$ cat src/rtl/pdm_cic_decimator_pkg.sv
// rtl/pdm_cic_decimator_pkg.sv - shared audio constants and helpers for the PDM CIC decimator
package pdm_cic_decimator_pkg;

  localparam int DECIM_DEF  = 64;
  localparam int LOG2_D_DEF = 6;
  localparam int OUT_W_DEF  = 16;

  typedef enum logic [1:0] {
    WARM_0,
    WARM_1,
    WARM_DONE
  } warm_e;

  function automatic int acc_w(input int log2_d);
    return 2 * log2_d + 1;
  endfunction

  function automatic int full_scale(input int decim);
    return (decim * decim) / 2;
  endfunction

endpackage

$ cat src/rtl/pdm_cic_decimator_if.sv
// rtl/pdm_cic_decimator_if.sv - mic input and PCM output signals of the decimator
interface pdm_cic_decimator_if
  import pdm_cic_decimator_pkg::*;
#(
  parameter int OUT_W = OUT_W_DEF
) ();

  logic             scaled_clk;
  logic             pdm_data;
  logic [OUT_W-1:0] pcm_sample;
  logic             pcm_valid;

  modport master (
    input  scaled_clk,
    input  pdm_data,
    output pcm_sample,
    output pcm_valid
  );

  modport slave (
    output scaled_clk,
    output pdm_data,
    input  pcm_sample,
    input  pcm_valid
  );

endinterface

$ cat src/rtl/pdm_bit_sampler.sv
// rtl/pdm_bit_sampler.sv - synchronises the PDM bit and strobes it one clock after each mic-clock rise
module pdm_bit_sampler (
  input  logic clock,
  input  logic reset_n,
  input  logic i_enable,
  input  logic i_scaled_clk,
  input  logic i_pdm_data,
  output logic o_bit_strobe,
  output logic o_bit_val
);

  logic r_pdm_meta;
  logic r_pdm_sync;
  logic r_sclk_d;
  logic r_rise_d;
  logic w_rise;

  assign w_rise = i_scaled_clk & ~r_sclk_d;

  // The edge-detect delay keeps tracking through reset so a high mic clock
  // at reset release is not mistaken for a fresh rise.
  always_ff @(posedge clock) begin
    r_sclk_d <= i_scaled_clk;
    if (!reset_n) begin
      r_pdm_meta <= 1'b0;
      r_pdm_sync <= 1'b0;
      r_rise_d   <= 1'b0;
    end else begin
      r_pdm_meta <= i_pdm_data;
      r_pdm_sync <= r_pdm_meta;
      r_rise_d   <= w_rise;
    end
  end

  assign o_bit_strobe = r_rise_d & i_enable;
  assign o_bit_val    = r_pdm_sync;

endmodule

$ cat src/rtl/pdm_cic_decimator.sv
// rtl/pdm_cic_decimator.sv - 2nd-order CIC decimator turning a PDM bitstream into signed PCM samples
module pdm_cic_decimator
  import pdm_cic_decimator_pkg::*;
#(
  parameter int DECIM  = DECIM_DEF,
  parameter int LOG2_D = LOG2_D_DEF,
  parameter int OUT_W  = OUT_W_DEF
) (
  input  logic                  clock,
  input  logic                  reset_n,
  input  logic                  enable,
  pdm_cic_decimator_if.master   bus
);

  localparam int                ACC_W = acc_w(LOG2_D);
  localparam int                SHIFT = OUT_W - ACC_W;
  localparam logic [ACC_W-1:0]  FULL  = ACC_W'(full_scale(DECIM));
  localparam logic [LOG2_D-1:0] LAST  = LOG2_D'(DECIM - 1);

  logic w_bit_strobe;
  logic w_bit_val;

  logic [ACC_W-1:0]  r_i1;
  logic [ACC_W-1:0]  r_i2;
  logic [ACC_W-1:0]  r_i2_d;
  logic [ACC_W-1:0]  r_c1_d;
  logic [LOG2_D-1:0] r_bit_cnt;
  warm_e             r_warm;
  logic [OUT_W-1:0]  r_pcm;
  logic              r_valid;

  logic [ACC_W-1:0]        w_i2_next;
  logic [ACC_W-1:0]        w_c1;
  logic [ACC_W-1:0]        w_c2;
  logic signed [ACC_W-1:0] w_centered;
  logic signed [OUT_W-1:0] w_pcm;

  pdm_bit_sampler u_sampler (
    .clock        (clock),
    .reset_n      (reset_n),
    .i_enable     (enable),
    .i_scaled_clk (bus.scaled_clk),
    .i_pdm_data   (bus.pdm_data),
    .o_bit_strobe (w_bit_strobe),
    .o_bit_val    (w_bit_val)
  );

  // Integrators and combs wrap modulo ACC_W; the comb difference is exact
  // because the true output never exceeds DECIM^2.
  assign w_i2_next  = r_i2 + r_i1;
  assign w_c1       = w_i2_next - r_i2_d;
  assign w_c2       = w_c1 - r_c1_d;
  assign w_centered = $signed(w_c2 - FULL);
  assign w_pcm      = OUT_W'(w_centered) <<< SHIFT;

  always_ff @(posedge clock) begin
    if (!reset_n) begin
      r_i1      <= '0;
      r_i2      <= '0;
      r_i2_d    <= '0;
      r_c1_d    <= '0;
      r_bit_cnt <= '0;
      r_warm    <= WARM_0;
      r_pcm     <= '0;
      r_valid   <= 1'b0;
    end else if (!enable) begin
      r_i1      <= '0;
      r_i2      <= '0;
      r_i2_d    <= '0;
      r_c1_d    <= '0;
      r_bit_cnt <= '0;
      r_warm    <= WARM_0;
      r_valid   <= 1'b0;
    end else begin
      r_valid <= 1'b0;
      if (w_bit_strobe) begin
        r_i1      <= r_i1 + ACC_W'(w_bit_val);
        r_i2      <= w_i2_next;
        r_bit_cnt <= r_bit_cnt + LOG2_D'(1);
        if (r_bit_cnt == LAST) begin
          r_i2_d <= w_i2_next;
          r_c1_d <= w_c1;
          // The first two ticks only fill the comb history.
          case (r_warm)
            WARM_0:  r_warm <= WARM_1;
            WARM_1:  r_warm <= WARM_DONE;
            default: begin
              r_pcm   <= w_pcm;
              r_valid <= 1'b1;
            end
          endcase
        end
      end
    end
  end

  assign bus.pcm_sample = r_pcm;
  assign bus.pcm_valid  = r_valid;

endmodule
$ cat src/flat_wrapper.sv
// flat-port wrapper written by rule: the top's interface ports become plain ports
module pdm_cic_decimator_flat import pdm_cic_decimator_pkg::*;
#(
  parameter int DECIM  = DECIM_DEF,
  parameter int LOG2_D = LOG2_D_DEF,
  parameter int OUT_W  = OUT_W_DEF
)
  (clock, reset_n, enable, bus_scaled_clk, bus_pdm_data, bus_pcm_sample, bus_pcm_valid);
  pdm_cic_decimator_if #(.OUT_W(OUT_W)) bus_i ();
  input  logic clock;
  input  logic reset_n;
  input  logic enable;
  input wire logic [$bits(bus_i.scaled_clk)-1:0] bus_scaled_clk;
  input wire logic [$bits(bus_i.pdm_data)-1:0] bus_pdm_data;
  output wire logic [$bits(bus_i.pcm_sample)-1:0] bus_pcm_sample;
  output wire logic [$bits(bus_i.pcm_valid)-1:0] bus_pcm_valid;
  assign bus_i.scaled_clk = bus_scaled_clk;
  assign bus_i.pdm_data = bus_pdm_data;
  assign bus_pcm_sample = bus_i.pcm_sample;
  assign bus_pcm_valid = bus_i.pcm_valid;
  pdm_cic_decimator #(.DECIM(DECIM), .LOG2_D(LOG2_D), .OUT_W(OUT_W)) u_core (.clock(clock), .reset_n(reset_n), .enable(enable), .bus(bus_i));
endmodule
$ cat config.mk
export PLATFORM = sky130hd
export DESIGN_NAME = pdm_cic_decimator_flat
export DESIGN_NICKNAME = d
export VERILOG_FILES = /design/src/rtl/pdm_cic_decimator_pkg.sv /design/src/rtl/pdm_cic_decimator_if.sv /design/src/rtl/pdm_bit_sampler.sv /design/src/rtl/pdm_cic_decimator.sv /design/src/flat_wrapper.sv
export SDC_FILE = /design/constraint.sdc
export NUM_CORES = 1
export LEC_CHECK = 0
export ABC_AREA = 1
export CAP_MARGIN = 30
export CORE_MARGIN = 2
export CORE_UTILIZATION = 55
export CTS_CLUSTER_SIZE = 10
export DETAILED_ROUTE_END_ITERATION = 16
export GPL_TIMING_DRIVEN = 0
export PLACE_DENSITY = 0.73
export SYNTH_ARGS = -nofsm -noshare
export SYNTH_HDL_FRONTEND = slang
export SYNTH_SLANG_ARGS = --single-unit
export TNS_END_PERCENT = 100
$ cat constraint.sdc
create_clock -name clock -period 4.4 [get_ports clock]
set_clock_uncertainty 0.05 [all_clocks]
set_input_delay 1.32 -clock clock [delete_from_list [all_inputs] [get_ports clock]]
set_output_delay 1.32 -clock clock [all_outputs]
set_load 0.1 [all_outputs]
* Yosys cells after proc, flatten, opt, wreduce, memory -nomap -nowiden *
Cells that the tools add are included.

word-level totals
  register bits = 78
  latch bits = 0
  memory bits (writable) = 0
  bits in read-only memories = 0
  bits of input ports = 5
  logic and storage cells = 34
  memories kept = 0

operators by class
  $add $sub $neg = 6
  multipliers = 0
  div/mod/pow operators = 0
  magnitude comparators = 0
  equal/unequal tests = 2
  shift operators = 0
  mux-type cells = 2
  bitwise logic cells = 4
  reduce and logical (&&, ||, !) cells = 8

operator list
  operator                                             number
  subtractor 13 bit                                    2
  adder 13 x 1 -> 13 bit                               1
  adder 13 bit                                         1
  subtractor 13 x 12 -> 13 bit, second input constant  1
  AND reduction 4 bit                                  2
  adder 6 x 1 -> 6 bit, second input constant          1
  == test 6 bit, second input constant                 1
  case mux 2 bit (2 select lines)                      1
  AND reduction 2 bit                                  2
  AND reduction 3 bit                                  1
  AND 1 bit                                            2
  == test 2 x 1 -> 1 bit, second input constant        1
  logical NOT 2 bit                                    1
  inverter 1 bit                                       2
  nonzero test 2 bit                                   1
  OR reduction 2 bit                                   1
  2-to-1 mux 1 bit                                     1

* Depth between registers and ports, before layout *
Gate-level depths: netlist (run 1).

  word-level depth = 4
  depth in mapped cells = 28

* By module *
From an unflattened synthesis (run 1), not the netlist that was laid out.

unflattened totals
  cell total of the unflattened synthesis = 657
  area, all modules = 4877.2 µm²

by module, submodules not included
  module             times used  cells an instance  area each (µm²)  seq. area each (µm²)
  pdm_cic_decimator  1           645                4767.1           1481.4
  pdm_bit_sampler    1           12                 110.1            80.1

* Worst setup path after synthesis (run 1) *
No wires, ideal clock.

  kind = flip-flop to flip-flop
  from = register u_core.r_i1[2]
  to = register u_core.r_pcm[15], in the netlist u_core.bus.pcm_sample[15]
  setup time = 0.109 ns
  data arrival time = 3.884 ns
  required time = 4.241 ns
  slack = 0.357 ns
  cell stages (with the launch flop) = 28
  path buffers = 0
  period minus slack after synthesis = 4.043 ns
  cell sequence = dfxtp_1 ha_1 a21o_1 a31oi_1 inv_1 a21oi_1 o21ai_0 xor2_1 inv_1 ha_1 inv_1 nor3_1 nand4_1 nand4_1 xor2_1 ha_1 inv_1 ha_1 inv_1 nor3_1 nand2_1 nand3_1 a31oi_1 inv_1 nand2_1 nand3_1 nand2_1 inv_1

between the ends
  word-level cells in the longest chain between the ends = 4

RTL lines
  element                       RTL line                 RTL
  from (decl)                   pdm_cic_decimator.sv:23  logic [ACC_W-1:0] r_i1;
  from (signal assigned)        pdm_cic_decimator.sv:77  r_i1 <= r_i1 + ACC_W'(w_bit_val);
  adder 13 bit                  pdm_cic_decimator.sv:50  assign w_i2_next = r_i2 + r_i1;
  via u_core.w_i2_next[9]       pdm_cic_decimator.sv:32  logic [ACC_W-1:0] w_i2_next;
  subtractor 13 bit             pdm_cic_decimator.sv:51  assign w_c1 = w_i2_next - r_i2_d;
  subtractor 13 bit             pdm_cic_decimator.sv:52  assign w_c2 = w_c1 - r_c1_d;
  subtractor 13 x 12 -> 13 bit  pdm_cic_decimator.sv:53  assign w_centered = $signed(w_c2 - FULL);
  to (signal assigned)          pdm_cic_decimator.sv:88  r_pcm <= w_pcm;
  to (decl)                     pdm_cic_decimator.sv:29  logic [OUT_W-1:0] r_pcm;

The timed path passes the listed nets, and every way through them passes these cells.
A chain may end at the register's enable or synchronous reset.

* Final worst setup path (run 1) *
  from = register u_core.r_i1[2]
  to = register u_core.r_pcm[15], in the netlist u_core.bus.pcm_sample[15]

between the ends
  word-level cells in the longest chain between the ends = 4

RTL lines
  element                       RTL line                 RTL
  adder 13 bit                  pdm_cic_decimator.sv:50
  via u_core.w_i2_next[5]       pdm_cic_decimator.sv:32
  subtractor 13 bit             pdm_cic_decimator.sv:51
  via u_core.w_c1[10]           pdm_cic_decimator.sv:33  logic [ACC_W-1:0] w_c1;
  subtractor 13 bit             pdm_cic_decimator.sv:52
  subtractor 13 x 12 -> 13 bit  pdm_cic_decimator.sv:53

The timed path passes the listed nets, and every way through them passes these cells.

==> summary.log, run 1 <==
INFO  floorplanning  floorplan.initialDensity=0.5732
INFO  global_routing grt_first_pass_wirelength=18500um
INFO  cts            clock_latency=350ps
INFO  timing         timing.final.crit_share=0.9702
INFO  final_layout   antennaDiodeCount=0
INFO  critical_path  worst-setup-path-type=flop to flop
INFO  floorplanning  num_rows=33
INFO  final_layout   final.fill_count=692
INFO  critical_path  critical_path.endpoint_type=flop
INFO  global_routing grt_max_degree=15
INFO  yosys          most_area_hungry_cell_type_in_the_yosys_netlist=sky130_fd_sc_hd__dfxtp_1
INFO  timing         tightestPinTransition=966.7ps
INFO  run            cap_viol_max_count=0
INFO  yosys          synth.distinct_cells=41
INFO  floorplanning  top_level_ports=22
INFO  critical_path  worst-endpoint-required=4610ps
INFO  timing         relative_slew_slack=0.3535
INFO  power_and_ir_drop internal_power=1143uW
INFO  power_and_ir_drop power.static_leakage=0.002697uW
INFO  detailed_routing drt_iter0_markers=281
INFO  yosys          synth_simple_gate_area_frac=0.1749
INFO  critical_path  worstPathMaxFanout=4
INFO  timing         fin_crit=4269ps
INFO  cts            clk_pin_slew_worst_paths=90ps
INFO  floorplanning  floorplan.die.width=97um
INFO  detailed_routing wirelength=11500um
INFO  global_routing grt_pass1_vias=4051
INFO  critical_path  reg2reg_setup_slack=130ps
INFO  final_layout   post_route_cells_drive_above_1_share=0.1478
INFO  yosys          proportion_of_synthesized_chip_area_in_sequential_cells=0.3282
INFO  power_and_ir_drop total_power=1668uW
INFO  final_layout   net_count_reported_at_finish=750
INFO  cts            tritoncts_clock_tree=yes
INFO  final_layout   areaGrowthSynthToFinish=19.31%
INFO  timing         final_max_slew_viol_count=0
INFO  timing         fmax=0.2343GHz
INFO  power_and_ir_drop sequentialPowerShare=0.427
INFO  yosys          syn_area=4757um2
INFO  cts            numClockSinks=78
INFO  place          routabilityCongestion=0.9370
INFO  critical_path  worst-endpoint-arrival=4470ps
INFO  cts            htree_num_levels=3
INFO  yosys          synthMuxAreaShare=0
INFO  yosys          synth-xor-area-share=0.05339
INFO  yosys          dominantRegCellSynth=sky130_fd_sc_hd__dfxtp_1
INFO  detailed_routing post_drt_wl_per_cell=14.34um
INFO  detailed_routing drt_drc_violations_left=0
INFO  place          place_inst=767
INFO  final_layout   post_route_core_utilization=0.6839
INFO  yosys          synth_compound_gate_area_share=0.1860
INFO  power_and_ir_drop share_comb_of_total_power=0.238
INFO  worst_hold_path hp_class=flop to flop
INFO  yosys          synth_fa_ha_area_frac=0.1441
INFO  detailed_routing detail_route.first_pass.iterations=5
INFO  power_and_ir_drop vdd.ir_drop.worst=174.2uV
INFO  yosys          combinational_family_with_the_most_area_after_synthesis=compound AO/OA/AOI/OAI gates
INFO  detailed_routing vias_per_cell=5.440
INFO  global_routing grt_use_total=0.2376
INFO  cts            cts-root-to-sink-buffers=2
INFO  power_and_ir_drop pwr-share-clk=0.334
INFO  floorplanning  fp.dieArea=9409um2
INFO  cts            cts.root.buffer_cell=sky130_fd_sc_hd__clkbuf_8
INFO  critical_path  timing.critical_path.from_type=flop
INFO  yosys          synth.yosys.warnings=0
INFO  power_and_ir_drop power.net_switching=524.9uW
INFO  detailed_routing via_count=4363
INFO  global_routing grt_overflow=0
INFO  place          io_buf_count=18
INFO  yosys          synth-edff-count=0
INFO  power_and_ir_drop power_per_cell_area=293.9nW/um2
INFO  yosys          largest_cells_by_area_after_synthesis=sky130_fd_sc_hd__dfxtp_1 (33%), sky130_fd_sc_hd__ha_1 (13%), sky130_fd_sc_hd__inv_1 (8.4%)
INFO  yosys          synthDominantCellAreaShare=0.3282
INFO  power_and_ir_drop power.share.switching=0.3147
INFO  run_status     result_of_the_run=completed
INFO  global_routing antenna_found_initial=0
INFO  yosys          synth_async_reset_ratio=0
INFO  cts            cts_buffers=9
INFO  yosys          synth_area_per_cell=7.410um2
INFO  timing         timing_hold_violations_final=0
INFO  timing         final.setup.tns=0ps
INFO  floorplanning  height_of_the_die=97um
INFO  yosys          netlist_instances=642
INFO  cts            cts.hold.buffers_added=0
INFO  floorplanning  core_area=8299um2
INFO  timing         setup_viol=0
INFO  final_layout   finish.cell_count_without_fillers=802
INFO  detailed_routing drtAntennaViolNets=0
INFO  place          dpl.hpwl=7843um
INFO  yosys          ys_ff_latch=78
synthesized netlist by cell type, types with 2 or more instances:
library cell and number:
sky130_fd_sc_hd__o211ai_1 3, sky130_fd_sc_hd__nor2_8 2, sky130_fd_sc_hd__buf_4 3, sky130_fd_sc_hd__o21ai_0 52, sky130_fd_sc_hd__xnor2_1 14, sky130_fd_sc_hd__ha_1 50, sky130_fd_sc_hd__buf_2 3, sky130_fd_sc_hd__o2111ai_1 2
sky130_fd_sc_hd__xor2_1 15, sky130_fd_sc_hd__clkbuf_1 9, sky130_fd_sc_hd__nand2_1 78, sky130_fd_sc_hd__nand4_1 5, sky130_fd_sc_hd__inv_1 106, sky130_fd_sc_hd__a21o_1 3, sky130_fd_sc_hd__a21oi_1 66, sky130_fd_sc_hd__nand3_1 26
sky130_fd_sc_hd__dfxtp_1 78, sky130_fd_sc_hd__a31oi_1 8, sky130_fd_sc_hd__o21bai_1 4, sky130_fd_sc_hd__nor2_1 65, sky130_fd_sc_hd__buf_6 4, sky130_fd_sc_hd__nor3_1 5, sky130_fd_sc_hd__o21a_1 3, sky130_fd_sc_hd__inv_2 4
sky130_fd_sc_hd__fa_1 3, sky130_fd_sc_hd__o21ai_1 16
critical path, stage by stage, from the launching register on:
cell and delay [ps]:
sky130_fd_sc_hd__dfxtp_4 370, sky130_fd_sc_hd__ha_4 240, sky130_fd_sc_hd__a21o_1 190, sky130_fd_sc_hd__a31oi_4 200, sky130_fd_sc_hd__o21ai_1 100, sky130_fd_sc_hd__xor2_1 330, sky130_fd_sc_hd__ha_1 350, sky130_fd_sc_hd__nand2_1 110
sky130_fd_sc_hd__inv_1 60, sky130_fd_sc_hd__nand2_1 90, sky130_fd_sc_hd__nand2_1 80, sky130_fd_sc_hd__nand3_1 90, sky130_fd_sc_hd__nand2_2 80, sky130_fd_sc_hd__a31oi_1 220, sky130_fd_sc_hd__xor2_1 240, sky130_fd_sc_hd__ha_1 300
sky130_fd_sc_hd__ha_4 270, sky130_fd_sc_hd__inv_2 80, sky130_fd_sc_hd__nor3_4 50, sky130_fd_sc_hd__nand2_1 70, sky130_fd_sc_hd__nand3_1 80, sky130_fd_sc_hd__a31oi_2 220, sky130_fd_sc_hd__inv_1 70, sky130_fd_sc_hd__nand2_1 80
sky130_fd_sc_hd__nand3_2 70, sky130_fd_sc_hd__nand2_1 60, sky130_fd_sc_hd__inv_1 30
cell type report:
cell class,instances,area (um2),area share
Buffer,19,116.4,0.02050
Clock buffer,10,127.6,0.02249
Clock inverter,6,68.82,0.01213
Inverter,111,419.2,0.07385
Multi-Input combinational cell,436,2922,0.5148
Sequential cell,78,1568,0.2762
Tap cell,105,131.4,0.02315
Timing Repair Buffer,37,322.8,0.05688
registers in the layout (all words and copies together), names as in the netlist:
name                         cells
u_core.r_i2_d                   13
u_core.u_sampler.r_rise_d        1
u_core.u_sampler.r_pdm_meta      1
u_core.bus.pcm_sample           13
u_core.r_bit_cnt                 6
u_core.r_warm                    2
u_core.bus.pcm_valid             1
u_core.r_i1                     13
u_core.r_c1_d                   13
u_core.u_sampler.r_sclk_d        1
u_core.u_sampler.o_bit_val       1
u_core.r_i2                     13
timing repair:
item / 4_1_cts / 5_1_grt
buffers inserted: 9 / 10
pin swaps: 6 / 24
endpoints found under the setup margin: 4 / 5
hold endpoints to repair: 0 / 0
gates resized for setup: 17 / 37
cell usage in the layout (no fill, tap or decap), drive strengths merged, types with 3 or more instances in the layout:
master         synthesis  routed
a21o                   3       3
a21oi                 67      67
a31oi                  8       8
buf                   10      29
clkbuf                 9      19
clkdlybuf4s50          0      18
conb                   1       3
dfxtp                 78      78
fa                     3       3
ha                    50      50
inv                  111     113
nand2                 80      80
nand3                 27      27
nand4                  5       5
nor2                  69      69
nor3                   6       6
o211ai                 3       3
o21a                   3       3
o21ai                 68      68
o21bai                 4       4
xnor2                 14      14
xor2                  15      15
power groups by stage:
stage,Clock (uW),Combinational [uW],Sequential [uW]
2_1_floorplan,0,228,729
3_3_place_gp,0,290,730
3_5_place_dp,0,296,730
4_1_cts,568,336,713
5_1_grt,593,434,714
6_report,558,397,713
through the flow:
stage / hold WS, ps / instance area, um2 / worst slack, ps
4_1_cts: 346.2 / 5434 / 3.839
3_3_place_gp: 319.6 / 5076 / -324.0
6_report: 342.3 / 5675 / 131.2
3_5_place_dp: 334.3 / 5076 / -400.5
2_1_floorplan: 316.9 / 4765 / 357.0
5_1_grt: 362.9 / 5675 / -40.94
logic make-up (layout without fill, tap and decap cells):
group                    after synthesis  count (layout)
XOR/XNOR                              29              29
adder cells (fa/ha/maj)               53              53
other                                  1               3
buffers and inverters                130             183
flip-flops                            78              78
AO/OA/AOI/OAI                        162             162
AND/OR/NAND/NOR                      189             189
final timing paths:
path / startpoint / cells past startpoint / endpoint
setup reg to reg: u_core.r_i1[2] / 26 / u_core.bus.pcm_sample[15]
setup / recovery: u_core.r_i1[2] / 26 / u_core.bus.pcm_sample[15]
hold reg to reg: u_core.u_sampler.r_sclk_d / 1 / u_core.u_sampler.r_rise_d
hold / removal: u_core.u_sampler.r_sclk_d / 1 / u_core.u_sampler.r_rise_d
per-layer routing:
layer / wire length (um) / global-route usage / part of all wire / vias up
li1: - / - / - / 2202
met1: 5206 / 0.3140 / 0.45 / 2052
met2: 5658 / 0.4022 / 0.49 / 93
met3: 450 / 0.03974 / 0.039 / 16
met4: 186 / 0.06392 / 0.016 / 0
met5: 0 / 0 / 0 / -
(Power assumes the default switching activity.)
==> run 2: changes to the inputs <==
CORE_MARGIN = 10   (was 2)
REMOVE_ABC_BUFFERS = 1   (was unset)
==> run 2 against run 1 <==
First-iteration DRC count is 43% lower. Maximum frequency is 1.6% higher. Critical path depth is 1 higher. Die area rose by 36%. Wire length decreased by 14%. Register-to-register slack improved by 70 ps. Clock power shrank 13%. Largest cell class unchanged.
==> summary.log, run 2 (synthesized netlist as in run 1, its figures left out) <==
INFO  global_routing grt_first_pass_wirelength=16150um [-13%]
INFO  detailed_routing drtAntennaViolNets=0 [unchanged]
INFO  detailed_routing drt_iter0_markers=160 [-43%]
INFO  worst_hold_path whs_endpoint=u_core.u_sampler.r_rise_d
INFO  floorplanning  num_rows=33 [unchanged]
INFO  power_and_ir_drop power_per_cell_area=275.0nW/um2 [-6.4%]
INFO  worst_hold_path timing.hold.worst_path_depth=1 [unchanged]
INFO  run            cap_viol_max_count=0 [unchanged]
INFO  power_and_ir_drop vdd.ir_drop.worst=193.9uV [+11%]
INFO  place          routabilityCongestion=0.8674 [-7.4%]
INFO  timing         timing.final.crit_share=0.9547 [-0.01546]
INFO  cts            cts-root-to-sink-buffers=2 [unchanged]
INFO  timing         fmax=0.2381GHz [+1.6%]
INFO  detailed_routing vias_per_cell=5.261 [-3.3%]
INFO  power_and_ir_drop pwr-share-clk=0.316 [-0.018]
INFO  place          io_buf_count=18 [unchanged]
INFO  critical_path  critical_path.startpoint=u_core.r_i1[0]
INFO  final_layout   finish.cell_count_without_fillers=783 [-2.4%]
INFO  cts            numClockSinks=78 [unchanged]
INFO  global_routing grt_use_met2=0.2419 [-0.1603]
INFO  critical_path  critical_path.reg2reg.startpoint=u_core.r_i1[0]
INFO  place          place_inst=749 [-2.3%]
INFO  final_layout   layout.cells.most_common_list=sky130_fd_sc_hd__inv_1 (102), sky130_fd_sc_hd__nand2_1 (76), sky130_fd_sc_hd__dfxtp_1 (74)
INFO  final_layout   post_route_core_utilization=0.6741 [-0.009799]
INFO  global_routing grt_pass1_vias=3682 [-9.1%]
INFO  floorplanning  height_of_the_die=113um [+16%]
INFO  power_and_ir_drop power.net_switching=469.4uW [-11%]
INFO  global_routing grt_use_total=0.1462 [-0.09133]
INFO  timing         hold-worst-slack=343.7ps [+1.335 ps]
INFO  power_and_ir_drop share_comb_of_total_power=0.219 [-0.019]
INFO  critical_path  worst-endpoint-arrival=4420ps [-50 ps]
INFO  cts            htree_num_levels=3 [unchanged]
INFO  floorplanning  core_area=8299um2 [unchanged]
INFO  place          dpl.hpwl=6871um [-12%]
INFO  cts            clock_latency=360ps [about the same]
INFO  detailed_routing detail_route.first_pass.iterations=4 [-1]
INFO  floorplanning  floorplan.initialDensity=0.5732 [unchanged]
INFO  power_and_ir_drop power.share.switching=0.3051 [-0.009589]
INFO  timing         timing_hold_violations_final=0 [unchanged]
INFO  run_status     result_of_the_run=completed
INFO  cts            cts.hold.buffers_added=0 [unchanged]
INFO  power_and_ir_drop internal_power=1069uW [-6.5%]
INFO  power_and_ir_drop sequentialPowerShare=0.465 [+0.038]
INFO  worst_hold_path hp_class=flop to flop
INFO  cts            tritoncts_clock_tree=yes
INFO  global_routing gr-usage-met1=0.1841 [-0.1299]
INFO  critical_path  worstPathMaxFanout=4 [unchanged]
INFO  critical_path  worst-setup-path-type=flop to flop
INFO  global_routing antenna_found_initial=0 [unchanged]
INFO  final_layout   areaGrowthSynthToFinish=17.60%
INFO  timing         final.setup.tns=0ps [unchanged]
INFO  final_layout   net_count_reported_at_finish=731 [-2.5%]
INFO  cts            cts_buffers=9 [unchanged]
INFO  final_layout   final_common_cell=sky130_fd_sc_hd__inv_1
INFO  detailed_routing drt_drc_violations_left=0 [unchanged]
INFO  critical_path  reg2reg_setup_slack=200ps [+70 ps]
INFO  timing         setup_viol=0 [unchanged]
INFO  detailed_routing post_drt_wl_per_cell=12.70um [-11%]
INFO  floorplanning  top_level_ports=22 [unchanged]
INFO  critical_path  critical_path.endpoint_type=flop
INFO  floorplanning  fp.dieArea=12770um2 [+36%]
INFO  timing         fin_crit=4201ps [-68.03 ps]
INFO  detailed_routing wirelength=9947um [-14%]
INFO  timing         relative_slew_slack=0.3394 [-0.01414]
INFO  cts            cts.root.buffer_cell=sky130_fd_sc_hd__clkbuf_8
INFO  final_layout   post_route_cells_drive_above_1_share=0.1401 [-0.007658]
INFO  global_routing gr-max-usage-layer=met2
INFO  detailed_routing via_count=4119 [-5.6%]
INFO  critical_path  timing.critical_path.from_type=flop
INFO  timing         final_max_slew_viol_count=0 [unchanged]
INFO  critical_path  capture_point_of_the_worst_reg_to_reg_path=u_core.bus.pcm_sample[15]
INFO  critical_path  worst-r2r-cell-count=27 [+3.8%]
INFO  critical_path  worst-endpoint-required=4610ps [about the same]
INFO  global_routing grt_max_degree=39 [+24]
INFO  cts            clk_pin_slew_worst_paths=80ps [about the same]
INFO  floorplanning  floorplan.die.width=113um [+16%]
INFO  worst_hold_path hold_path.startpoint=u_core.u_sampler.r_sclk_d
INFO  global_routing grt_util_met3=0.02430 [-0.01544]
INFO  power_and_ir_drop power.static_leakage=0.002632uW [-2.4%]
INFO  global_routing grt_overflow=0 [unchanged]
INFO  final_layout   antennaDiodeCount=0 [unchanged]
INFO  power_and_ir_drop total_power=1539uW [-7.8%]
INFO  timing         tightestPinTransition=987.9ps [+21.14 ps]
-- run 2: cell types whose count changed in the layout (fill, tap and decap cells not counted), sizes merged --
cell	previous run	this run
buf	29	19
clkinv	2	1
bufinv	1	0
clkinvlp	1	4
clkbuf	19	11
inv	113	111
-- run 2: what timing repair did --
item,CTS,global route
pin swaps,4,24
endpoints found under the setup margin,2,6
gates resized for setup,7,53
buffers inserted,4,14
-- run 2: cell type report --
class / count / area (um2)
clock buffers: 11 / 141.4
clock inverters: 5 / 35.03
fillers: 696 / 2705
inverters: 111 / 419.2
multi-input cells: 436 / 2958
flip-flops and latches: 78 / 1567
well taps: 105 / 131.4
repair buffers: 37 / 342.8
-- run 2: power groups by stage --
stage | clock network [uW] | logic [uW] | registers [uW]
after floorplan | 0 | 222 | 730
after global placement | 0 | 269 | 731
after detailed placement | 0 | 275 | 732
after CTS | 501 | 286 | 715
after global routing | 525 | 380 | 716
final | 486 | 337 | 715
-- run 2: through the flow --
| stage | area [um2] | worst slack (ps) |
|---|---|---|
| floorplan | 4648 | 351.4 |
| global placement | 4960 | -134.4 |
| detailed placement | 4987 | -180.2 |
| CTS | 5230 | 0.6977 |
| global route | 5594 | -132.8 |
| finish | 5594 | 199.2 |
-- run 2: per-layer routing --
layer | routed length [um] | vias to the layer above | share of wire
met2 | 4824 | 61 | 0.48
met3 | 280 | 20 | 0.028
met1 | 4644 | 1884 | 0.47
li1 | - | 2154 | -
met5 | 0 | - | 0
met4 | 198 | 0 | 0.020
-- run 2: worst max-delay path by stage --
stage	to	cells after the start
finish	u_core.bus.pcm_sample[15]	27
global route	u_core.bus.pcm_sample[15]	22
CTS	u_core.bus.pcm_sample[15]	27
detailed placement	u_core.bus.pcm_sample[15]	27
global placement	u_core.bus.pcm_sample[15]	27
floorplan	u_core.bus.pcm_sample[15]	27
-- run 2: critical path: stages, from the launching register on --
cell                      delay (ps)
sky130_fd_sc_hd__dfxtp_2         340
sky130_fd_sc_hd__ha_4            180
sky130_fd_sc_hd__fa_2            430
sky130_fd_sc_hd__nand3_2         100
sky130_fd_sc_hd__nand2_4         100
sky130_fd_sc_hd__a21oi_4         180
sky130_fd_sc_hd__nor2_1           70
sky130_fd_sc_hd__nor2_2          150
sky130_fd_sc_hd__xnor2_2         110
sky130_fd_sc_hd__ha_1            350
sky130_fd_sc_hd__inv_2            70
sky130_fd_sc_hd__nor3_2          190
sky130_fd_sc_hd__nand4_1         120
sky130_fd_sc_hd__nand4_1         120
sky130_fd_sc_hd__xor2_1          220
sky130_fd_sc_hd__ha_1            270
sky130_fd_sc_hd__inv_2            70
sky130_fd_sc_hd__ha_4            210
sky130_fd_sc_hd__inv_2            80
sky130_fd_sc_hd__nor3_2           60
sky130_fd_sc_hd__nand2_1          60
sky130_fd_sc_hd__nand3_1          70
sky130_fd_sc_hd__a31oi_2         190
sky130_fd_sc_hd__inv_1            60
sky130_fd_sc_hd__nand2_1          60
sky130_fd_sc_hd__nand3_1          70
sky130_fd_sc_hd__nand2_1          70
sky130_fd_sc_hd__inv_1            30
